==> config.mk <==
export PLATFORM = sky130hd
export DESIGN_NAME = arb_requester
export DESIGN_NICKNAME = d
export VERILOG_FILES = /design/src/rtl/arb_requester.sv
export SDC_FILE = /design/constraint.sdc
export NUM_CORES = 1
export LEC_CHECK = 0
export BUFFER_PORTS_ARGS = -buffer_cell sky130_fd_sc_hd__buf_2
export CORE_UTILIZATION = 45
export CTS_CLUSTER_DIAMETER = 100
export DETAILED_ROUTE_END_ITERATION = 10
export SYNTH_ARGS = -nofsm -noshare
export SYNTH_HDL_FRONTEND = slang
export SYNTH_SLANG_ARGS = --single-unit
==> constraint.sdc <==
create_clock -name clock -period 4.55 [get_ports clock]
set_input_delay 0.91 -clock clock [delete_from_list [all_inputs] [get_ports clock]]
set_output_delay 0.91 -clock clock [all_outputs]
set_load 0.01 [all_outputs]
==> src/rtl/arb_requester.sv <==
`default_nettype none
// ============================================================================
// Module      : arb_requester
// Description : Client front-end for one port of a two-requester arbiter.
//               Buffers producer words in a small circular FIFO, requests
//               the shared bus while data is held, drains one word per
//               granted cycle and yields after MAX_BURST words so the other
//               requester gets a turn.
// Revision    : 1.0 - initial release
// ============================================================================
module arb_requester #(
    parameter int DATA_W    = 8,
    parameter int DEPTH     = 4,
    parameter int MAX_BURST = 4
) (
    input  logic                     clock,
    input  logic                     reset,
    input  logic                     wr_en,
    input  logic [DATA_W-1:0]        wr_data,
    output logic                     full,
    output logic                     empty,
    output logic [$clog2(DEPTH):0]   count,
    output logic                     req,
    input  logic                     gnt,
    output logic [DATA_W-1:0]        bus_data,
    output logic                     bus_valid
);

    // ------------------------------------------------------------------------
    // Constants
    // ------------------------------------------------------------------------
    localparam int c_PTR_W   = $clog2(DEPTH);
    localparam int c_CNT_W   = c_PTR_W + 1;
    localparam int c_BURST_W = $clog2(MAX_BURST + 1);

    localparam logic [c_CNT_W-1:0]   c_CNT_FULL  = c_CNT_W'(DEPTH);
    localparam logic [c_CNT_W-1:0]   c_CNT_ONE   = c_CNT_W'(1);
    localparam logic [c_CNT_W-1:0]   c_CNT_ZERO  = '0;
    localparam logic [c_PTR_W-1:0]   c_PTR_ONE   = c_PTR_W'(1);
    localparam logic [c_BURST_W-1:0] c_BURST_ONE = c_BURST_W'(1);
    localparam logic [c_BURST_W-1:0] c_BURST_MAX = c_BURST_W'(MAX_BURST);

    // Two-bit state encoding; req is carried in its own register so it
    // never glitches while the state bits change.
    typedef enum logic [1:0] {
        S_IDLE  = 2'd0,
        S_REQ   = 2'd1,
        S_XFER  = 2'd2,
        S_YIELD = 2'd3
    } state_t;

    // ------------------------------------------------------------------------
    // Storage and control registers
    // ------------------------------------------------------------------------
    logic [DATA_W-1:0]    r_mem [DEPTH];
    logic [c_PTR_W-1:0]   r_wr_ptr;
    logic [c_PTR_W-1:0]   r_rd_ptr;
    logic [c_CNT_W-1:0]   r_count;
    state_t               r_state;
    logic [c_BURST_W-1:0] r_burst;
    logic                 r_req;
    logic [DATA_W-1:0]    r_bus_data;
    logic                 r_bus_valid;

    // ------------------------------------------------------------------------
    // Combinational decode
    // ------------------------------------------------------------------------
    logic                 w_full;
    logic                 w_empty;
    logic                 w_wr_acc;
    logic                 w_pop;
    logic                 w_pop_empties;
    logic [c_BURST_W-1:0] w_burst_inc;
    logic                 w_burst_done;

    // Status flags come straight from the registered occupancy.
    assign w_full  = (r_count == c_CNT_FULL);
    assign w_empty = (r_count == c_CNT_ZERO);

    // A write is judged against the pre-edge full flag, so a write while
    // full is dropped even if a pop frees a slot at the same edge.
    assign w_wr_acc = wr_en & ~w_full;

    // Only a live request can consume a grant; an empty FIFO never pops.
    assign w_pop = r_req & gnt & ~w_empty;

    // The pop about to happen drains the last word with nothing refilling it.
    assign w_pop_empties = (r_count == c_CNT_ONE) & ~w_wr_acc;

    assign w_burst_inc  = r_burst + c_BURST_ONE;
    assign w_burst_done = (w_burst_inc == c_BURST_MAX);

    // ------------------------------------------------------------------------
    // FIFO storage: payload only, pointers carry the validity
    // ------------------------------------------------------------------------
    // Write accepted words into the slot at the write pointer.
    always_ff @(posedge clock) begin
        if (w_wr_acc) begin
            r_mem[r_wr_ptr] <= wr_data;
        end
    end

    // Pointers and occupancy; power-of-two depth lets pointers wrap freely.
    always_ff @(posedge clock or posedge reset) begin
        if (reset) begin
            r_wr_ptr <= '0;
            r_rd_ptr <= '0;
            r_count  <= '0;
        end else begin
            if (w_wr_acc) begin
                r_wr_ptr <= r_wr_ptr + c_PTR_ONE;
            end
            if (w_pop) begin
                r_rd_ptr <= r_rd_ptr + c_PTR_ONE;
            end
            case ({w_wr_acc, w_pop})
                2'b10:   r_count <= r_count + c_CNT_ONE;
                2'b01:   r_count <= r_count - c_CNT_ONE;
                default: r_count <= r_count;
            endcase
        end
    end

    // ------------------------------------------------------------------------
    // Bus output register: one cycle from sampled grant to bus_valid
    // ------------------------------------------------------------------------
    // Present the popped head word for one cycle; data holds between pops.
    always_ff @(posedge clock or posedge reset) begin
        if (reset) begin
            r_bus_data  <= '0;
            r_bus_valid <= 1'b0;
        end else begin
            r_bus_valid <= w_pop;
            if (w_pop) begin
                r_bus_data <= r_mem[r_rd_ptr];
            end
        end
    end

    // ------------------------------------------------------------------------
    // Request / burst state machine
    // ------------------------------------------------------------------------
    // Sequence request, transfer and the one-cycle fairness yield.
    always_ff @(posedge clock or posedge reset) begin
        if (reset) begin
            r_state <= S_IDLE;
            r_req   <= 1'b0;
            r_burst <= '0;
        end else begin
            case (r_state)
                S_IDLE: begin
                    if (!w_empty) begin
                        r_state <= S_REQ;
                        r_req   <= 1'b1;
                    end
                end

                S_REQ: begin
                    if (w_pop) begin
                        r_burst <= c_BURST_ONE;
                        if (MAX_BURST == 1) begin
                            r_state <= S_YIELD;
                            r_req   <= 1'b0;
                        end else if (w_pop_empties) begin
                            r_state <= S_IDLE;
                            r_req   <= 1'b0;
                        end else begin
                            r_state <= S_XFER;
                            r_req   <= 1'b1;
                        end
                    end
                end

                S_XFER: begin
                    if (!gnt) begin
                        // Grant revoked: keep requesting, restart the burst.
                        r_burst <= '0;
                        r_state <= S_REQ;
                        r_req   <= 1'b1;
                    end else if (w_pop) begin
                        r_burst <= w_burst_inc;
                        // Burst limit wins over running empty.
                        if (w_burst_done) begin
                            r_state <= S_YIELD;
                            r_req   <= 1'b0;
                        end else if (w_pop_empties) begin
                            r_state <= S_IDLE;
                            r_req   <= 1'b0;
                        end
                    end
                end

                S_YIELD: begin
                    r_burst <= '0;
                    if (!w_empty) begin
                        r_state <= S_REQ;
                        r_req   <= 1'b1;
                    end else begin
                        r_state <= S_IDLE;
                        r_req   <= 1'b0;
                    end
                end

                default: begin
                    r_state <= S_IDLE;
                    r_req   <= 1'b0;
                    r_burst <= '0;
                end
            endcase
        end
    end

    // ------------------------------------------------------------------------
    // Outputs
    // ------------------------------------------------------------------------
    assign full      = w_full;
    assign empty     = w_empty;
    assign count     = r_count;
    assign req       = r_req;
    assign bus_data  = r_bus_data;
    assign bus_valid = r_bus_valid;

endmodule
`default_nettype wire

==> flow_summary_export.csv, run 1 <==
group,metric,value,unit
final_layout,area_growth,10.95,%
pwr,cellLeakagePower,1.118,nW
floorplanning,die_y,74.34,µm
sta,max_freq,429.8,MHz
detailed_routing,routed_wl,3875,µm
yosys,syn_nets,172,
pwr,p_switching,0.3308,mW
yosys,syn_area_per_cell,15.80,µm²
placement,port_buffers,26,
grt,grt_max_degree,23,
detailed_routing,drc,0,
detailed_routing,drtIter0Drc,83,
sta,worstMarginPinSlew,871.1,ps
clocking,cts_setup_buffers,0,
pwr,power.density,435.2,nW/µm²
sta,fin_crit_sh,0.5113,
sta,rsz0062_at_grt,"no",
critical_path,critical_path_required,3640,ps
critical_path,crit_buf_inv,3,
clocking,insertion_delay,300,ps
pwr,swShare,0.2909,
clocking,cts_buffer_depth,2,
placement,gp_congestion,0.8420,
floorplanning,initial_core_util,0.4826,
grt,grt.overflow.total,0,
floorplanning,die_w,74.34,µm
placement,dp_slack,2215,ps
min_path,worstHoldStart,"r_burst[2]",
yosys,synth_top_area_share,0.4081,
sta,tns,0,ps
final_layout,drive_above_1_share,0.2921,
clocking,cts-hold-fix-buffers,0,
pwr,power_frac_comb,0.212,
detailed_routing,wl_per_cell,15.82,µm
yosys,synth_flop_cell,"edfxtp_1",
floorplanning,core,4880,µm²
detailed_routing,ant_nets,0,
clocking,tritoncts.num_buffers,5,
clocking,clockRootBuffer,"clkbuf_8",
yosys,ys_seq_area_frac,0.6419,
critical_path,crit_family,"flip-flops",
yosys,synth_common_cells,"edfxtp_1 (32), dfrtp_1 (22), ha_1 (11), inv_1 (9)",
yosys,syn_area,2355,µm²
clocking,cts_tree,"yes",
sta,timing.final.ws_setup,2223,ps
yosys,yosysTopAreaCell,"edfxtp_1",
detailed_routing,routed_via_density,5.061,
critical_path,crit_path_max_fanout,7,
flow_run,cap_viol_max_count,0,
yosys,postSynthCellCount,149,
critical_path,crit_type,"reg -> out",
pwr,p_clk_frac,0.224,
yosys,synth.area.top_cells,"edfxtp_1 (41%), dfrtp_1 (23%), mux4_2 (7.7%)",
yosys,synth-edff-count,32,
pwr,power_frac_seq,0.564,
critical_path,cp.arrival,1420,ps
min_path,hp-class,"reg -> reg",
clocking,clk_pin_slew,100,ps
yosys,yosysMostFrequentCell,"edfxtp_1",
grt,grt_pass1_wl,6403,µm
sta,final-setup-viol-count,0,
critical_path,critPathLaunchType,"register",
sta,final.min_clock_period,2327,ps
sta,skew,9.758,ps
sta,relSlewSlack,0.4186,
yosys,synthArstFlopShare,0.4074,
pwr,peakVddDrop,0.2174,mV
final_layout,insertedDiodeCount,0,
floorplanning,pin_count,27,
min_path,hold-path-endpoint,"r_burst[2]",
critical_path,slowest_delay,450,ps
yosys,synth_cell_types,31,
critical_path,r2r_slack,2280,ps
critical_path,r2r_end,"count[2]",
sta,finalHoldViolCount,0,
min_path,hold_depth,1,
grt,grt_pass1_vias,1289,
detailed_routing,via_count,1240,
yosys,ys_seq_elements,54,
floorplanning,dieArea,5526,µm²
outcome,outcome,"completed",
clocking,cts_sinks,54,
critical_path,r2r_cells,8,
critical_path,path_cells,"inv_1 > ha_1 > nand2b_4 > inv_4 > buf_2",
clocking,cts_resized,0,
detailed_routing,dr.pass1.iters,4,
clocking,cts_max_level,2,
critical_path,slowest_stage,"dfrtp_1",
critical_path,r2r_start,"count[0]",
final_layout,final_nets,200,
grt,antenna_found_initial,0,
floorplanning,row_count,25,
critical_path,cp-end-kind,"primary output",
sta,slew_violations,0,
placement,dpl.hpwl,2713,µm
grt,grtUsageTotal,0.1626,
yosys,yosysWarnings,0,
pwr,p_int,0.8063,mW
[worst reg2reg max path, stage by stage, from the launching register on]
cell and delay (ps):
dfrtp_1 440, inv_1 90, ha_1 240, and2_1 180, nor2b_1 440, inv_1 120
ha_1 370, nor2_1 170, xor2_1 160
[sequential cells by signal, indices dropped and copies added (netlist names)]
| register | cells |
|---|---|
| r_state | 2 |
| r_rd_ptr | 2 |
| r_mem | 32 |
| bus_valid | 1 |
| req | 1 |
| bus_data | 8 |
| count | 3 |
| r_burst | 3 |
| r_wr_ptr | 2 |
[cells in the final DEF, fill, tap and decap left out, types with 2 or more instances in the layout]
cell type and count:
buf_2 26, edfxtp_1 32, inv_1 9, ha_1 11, nor3_1 2, o21ai_0 4, xnor2_1 4, and2_1 5
nor2b_1 2, a21oi_1 3, nor2_1 5, clkbuf_8 5, o22ai_1 3, mux2i_1 2, a22o_1 3, mux2_2 7
mux4_2 8, nand3b_1 2, xor2_1 3, nand2_1 8, dfrtp_1 22
[logic make-up after synthesis]
group	synth area share
buffers and inverters	0.03294
muxes	0.1249
AOI/OAI and AO/OA	0.04730
xor gates and xnor gates	0.02604
adders and majority gates	0.05845
DFF	0.6419
and+or+nand+nor	0.06854
[worst max-delay path by stage]
stage                     cells past startpoint     endpoint  slack [ps]      from
after detailed placement                      7     count[2]        2210       gnt
after CTS                                     5        empty        2210  count[0]
after global routing                          5  r_mem[3][4]        2100  count[0]
after floorplan                               7     count[2]        2490       gnt
final                                         5        empty        2220  count[0]
after global placement                        7     count[2]        2290       gnt
[through the flow]
step | cells | total power [mW] | utilization | instance area, µm² | hold WS, ps
3_3_place_gp | 237 | 0.8823 | 0.5187 | 2531 | 490.2
5_1_grt | 245 | 1.205 | 0.5354 | 2613 | 530.8
6_report | 245 | 1.137 | 0.5354 | 2613 | 507.9
2_1_floorplan | 149 | 0.8149 | - | 2355 | 466.0
3_5_place_dp | 237 | 0.8972 | 0.5187 | 2531 | 487.9
4_1_cts | 245 | 1.148 | 0.5354 | 2613 | 511.6
[area by class of cell]
| cell class | count | area, µm² |
|---|---|---|
| clock buffers | 6 | 72.57 |
| flip-flops and latches | 54 | 1511 |
| well taps | 67 | 83.83 |
| multi-input cells | 80 | 765.7 |
| clock inverters | 2 | 8.758 |
| fillers | 422 | 2267 |
| inverters | 10 | 40.04 |
| repair buffers | 26 | 130.1 |
[per-layer routing]
layer / vias to the layer above / part of all wire / global-route usage
met4: 0 / 0.0088 / 0.04403
met2: 31 / 0.49 / 0.2566
met1: 604 / 0.47 / 0.2206
met5: - / 0 / 0
li1: 601 / - / -
met3: 4 / 0.034 / 0.05014
[power groups by stage]
stage	Sequential [mW]	Clock, mW	Combinational [mW]
final	0.641	0.255	0.242
after detailed placement	0.653	0	0.245
after floorplan	0.649	0	0.166
after global routing	0.651	0.280	0.274
after global placement	0.648	0	0.234
after CTS	0.642	0.258	0.248
Note: power is estimated with default switching activity, not from simulation.
==> inputs of run 2 (changes only) <==
Settings changed: PLACE_DENSITY from default to 0.67.
Clock period 4.55 ns to 2.1 ns, I/O delays scaled along.
==> flow_summary_export.csv, run 2 (synthesis results as in run 1) <==
group,metric,value,unit
pwr,power_frac_seq,0.532,
clocking,clk_pin_slew,100,ps
sta,finalHoldViolCount,0,
clocking,insertion_delay,310,ps
sta,max_freq,520.7,MHz
clocking,cts_buffer_depth,2,
sta,fin_crit_sh,0.9145,
placement,gp_congestion,0.9374,
grt,grt_pass1_wl,6410,µm
final_layout,mostFrequentLayoutCells,"edfxtp_1 (32), buf_2 (26), dfrtp_1 (21)",
detailed_routing,via_count,1284,
floorplanning,die_w,74.34,µm
grt,grt_use_met2,0.2667,
placement,port_buffers,26,
pwr,power_frac_comb,0.207,
grt,grt_pass1_vias,1295,
detailed_routing,drc,0,
pwr,swShare,0.2788,
detailed_routing,ant_nets,0,
grt,antenna_found_initial,0,
floorplanning,row_count,25,
grt,grt.overflow.total,0,
grt,grt_max_degree,23,
critical_path,cp-end-kind,"register",
sta,rsz0062_at_grt,"no",
flow_run,cap_viol_max_count,0,
final_layout,area_growth,13.82,%
final_layout,largest_register,"r_mem",
pwr,cellLeakagePower,1.152,nW
detailed_routing,routed_wl,3921,µm
critical_path,cp.arrival,2150,ps
clocking,cts_sinks,54,
final_layout,largest_register_ffs,32,
sta,final-setup-viol-count,0,
floorplanning,core,4880,µm²
placement,dpl.hpwl,2786,µm
clocking,tritoncts.num_buffers,5,
pwr,peakVddDrop,0.6672,mV
clocking,cts_tree,"yes",
pwr,power.density,976.2,nW/µm²
final_layout,mostFrequentLayoutCell,"edfxtp_1",
grt,grtUsageTotal,0.1669,
sta,timing.final.ws_setup,179.5,ps
sta,worstMarginPinSlew,455.0,ps
sta,hold_slack,128.6,ps
detailed_routing,drtIter0Drc,62,
clocking,clockRootBuffer,"clkbuf_8",
sta,slew_violations,0,
critical_path,crit_path_max_fanout,6,
clocking,cts_setup_buffers,0,
grt,met3_usage,0.03252,
min_path,hp-class,"in -> async",
sta,final.min_clock_period,1921,ps
floorplanning,initial_core_util,0.4826,
pwr,p_clk_frac,0.260,
grt,grt_busiest_layer,"met2",
detailed_routing,dr.pass1.iters,6,
final_layout,insertedDiodeCount,0,
pwr,p_int,1.887,mW
sta,skew,7.636,ps
outcome,outcome,"completed",
floorplanning,dieArea,5526,µm²
clocking,cts_max_level,2,
floorplanning,die_y,74.34,µm
sta,relSlewSlack,0.6967,
final_layout,final_nets,204,
critical_path,critPathLaunchType,"register",
detailed_routing,routed_via_density,5.157,
final_layout,drive_above_1_share,0.3242,
critical_path,crit_type,"reg -> reg",
critical_path,critical_path_required,2330,ps
placement,dp_slack,-13.64,ps
pwr,p_switching,0.7294,mW
grt,gr-usage-met1,0.2206,
floorplanning,pin_count,27,
detailed_routing,wl_per_cell,15.75,µm
run 2: changes by cell type in the layout (fill, tap and decap cells not counted), sizes merged:
| cell | change |
|---|---|
| buf | +4 |
| bufinv | +1 |
| clkinv | -2 |
| clkinvlp | +1 |
run 2: critical path, stage by stage, from the launching register on:
cell and delay [ps]:
dfrtp_2 420, inv_1 80, ha_1 240, and2_1 210, nor2b_4 170, inv_1 70
ha_1 350, nor2_1 160, xor2_1 150
run 2: through the flow:
step / util / power (mW) / setup TNS, ps / instance area [µm²] / std cells
2_1_floorplan: - / 1.766 / 0 / 2355 / 149
3_3_place_gp: 0.5249 / 1.909 / 0 / 2561 / 241
3_5_place_dp: 0.5249 / 1.958 / -13.64 / 2561 / 241
4_1_cts: 0.5479 / 2.637 / 0 / 2674 / 249
5_1_grt: 0.5492 / 2.767 / 0 / 2680 / 249
6_report: 0.5492 / 2.616 / 0 / 2680 / 249
run 2: routing by layer:
metal  vias to the layer above  wire length [µm]
met2                        24              2006
li1                        602                 -
met3                         6               104
met5                         -                 0
met4                         0                77
met1                       652              1734
run 2: path summary, 6_finish.rpt:
path / start / slack (ps) / cells past startpoint / end
setup / recovery: count[0] / 180 / 8 / count[2]
hold / removal: reset / 130 / 3 / bus_data[0]
setup reg to reg: count[0] / 180 / 8 / count[2]
hold reg to reg: bus_data[4] / 510 / 1 / bus_data[4]
max in group asynchronous: reset / 1720 / 3 / count[0]
min in group clock: wr_data[0] / 330 / 1 / r_mem[3][0]
run 2: area by class of cell:
class	instances	area (µm²)
clock buffers	6	72.57
clock inverters	2	37.54
well taps	67	83.83
fillers	403	2200
repair buffers	30	160.2
inverters	10	40.04
flip-flops and latches	54	1513
multi-input cells	80	773.2
run 2: power by group through the flow:
| stage | Sequential [mW] | Clock (mW) | Combinational (mW) |
|---|---|---|---|
| finish | 1.39 | 0.681 | 0.543 |
| global route | 1.41 | 0.732 | 0.623 |
| CTS | 1.39 | 0.698 | 0.547 |
| detailed placement | 1.42 | 0 | 0.541 |
| global placement | 1.40 | 0 | 0.512 |
| floorplan | 1.41 | 0 | 0.360 |
run 2: repair_timing:
action                     4_1_cts  5_1_grt
hold buffers                     0        0
gates resized for setup          1        2
setup endpoints to repair        1       16
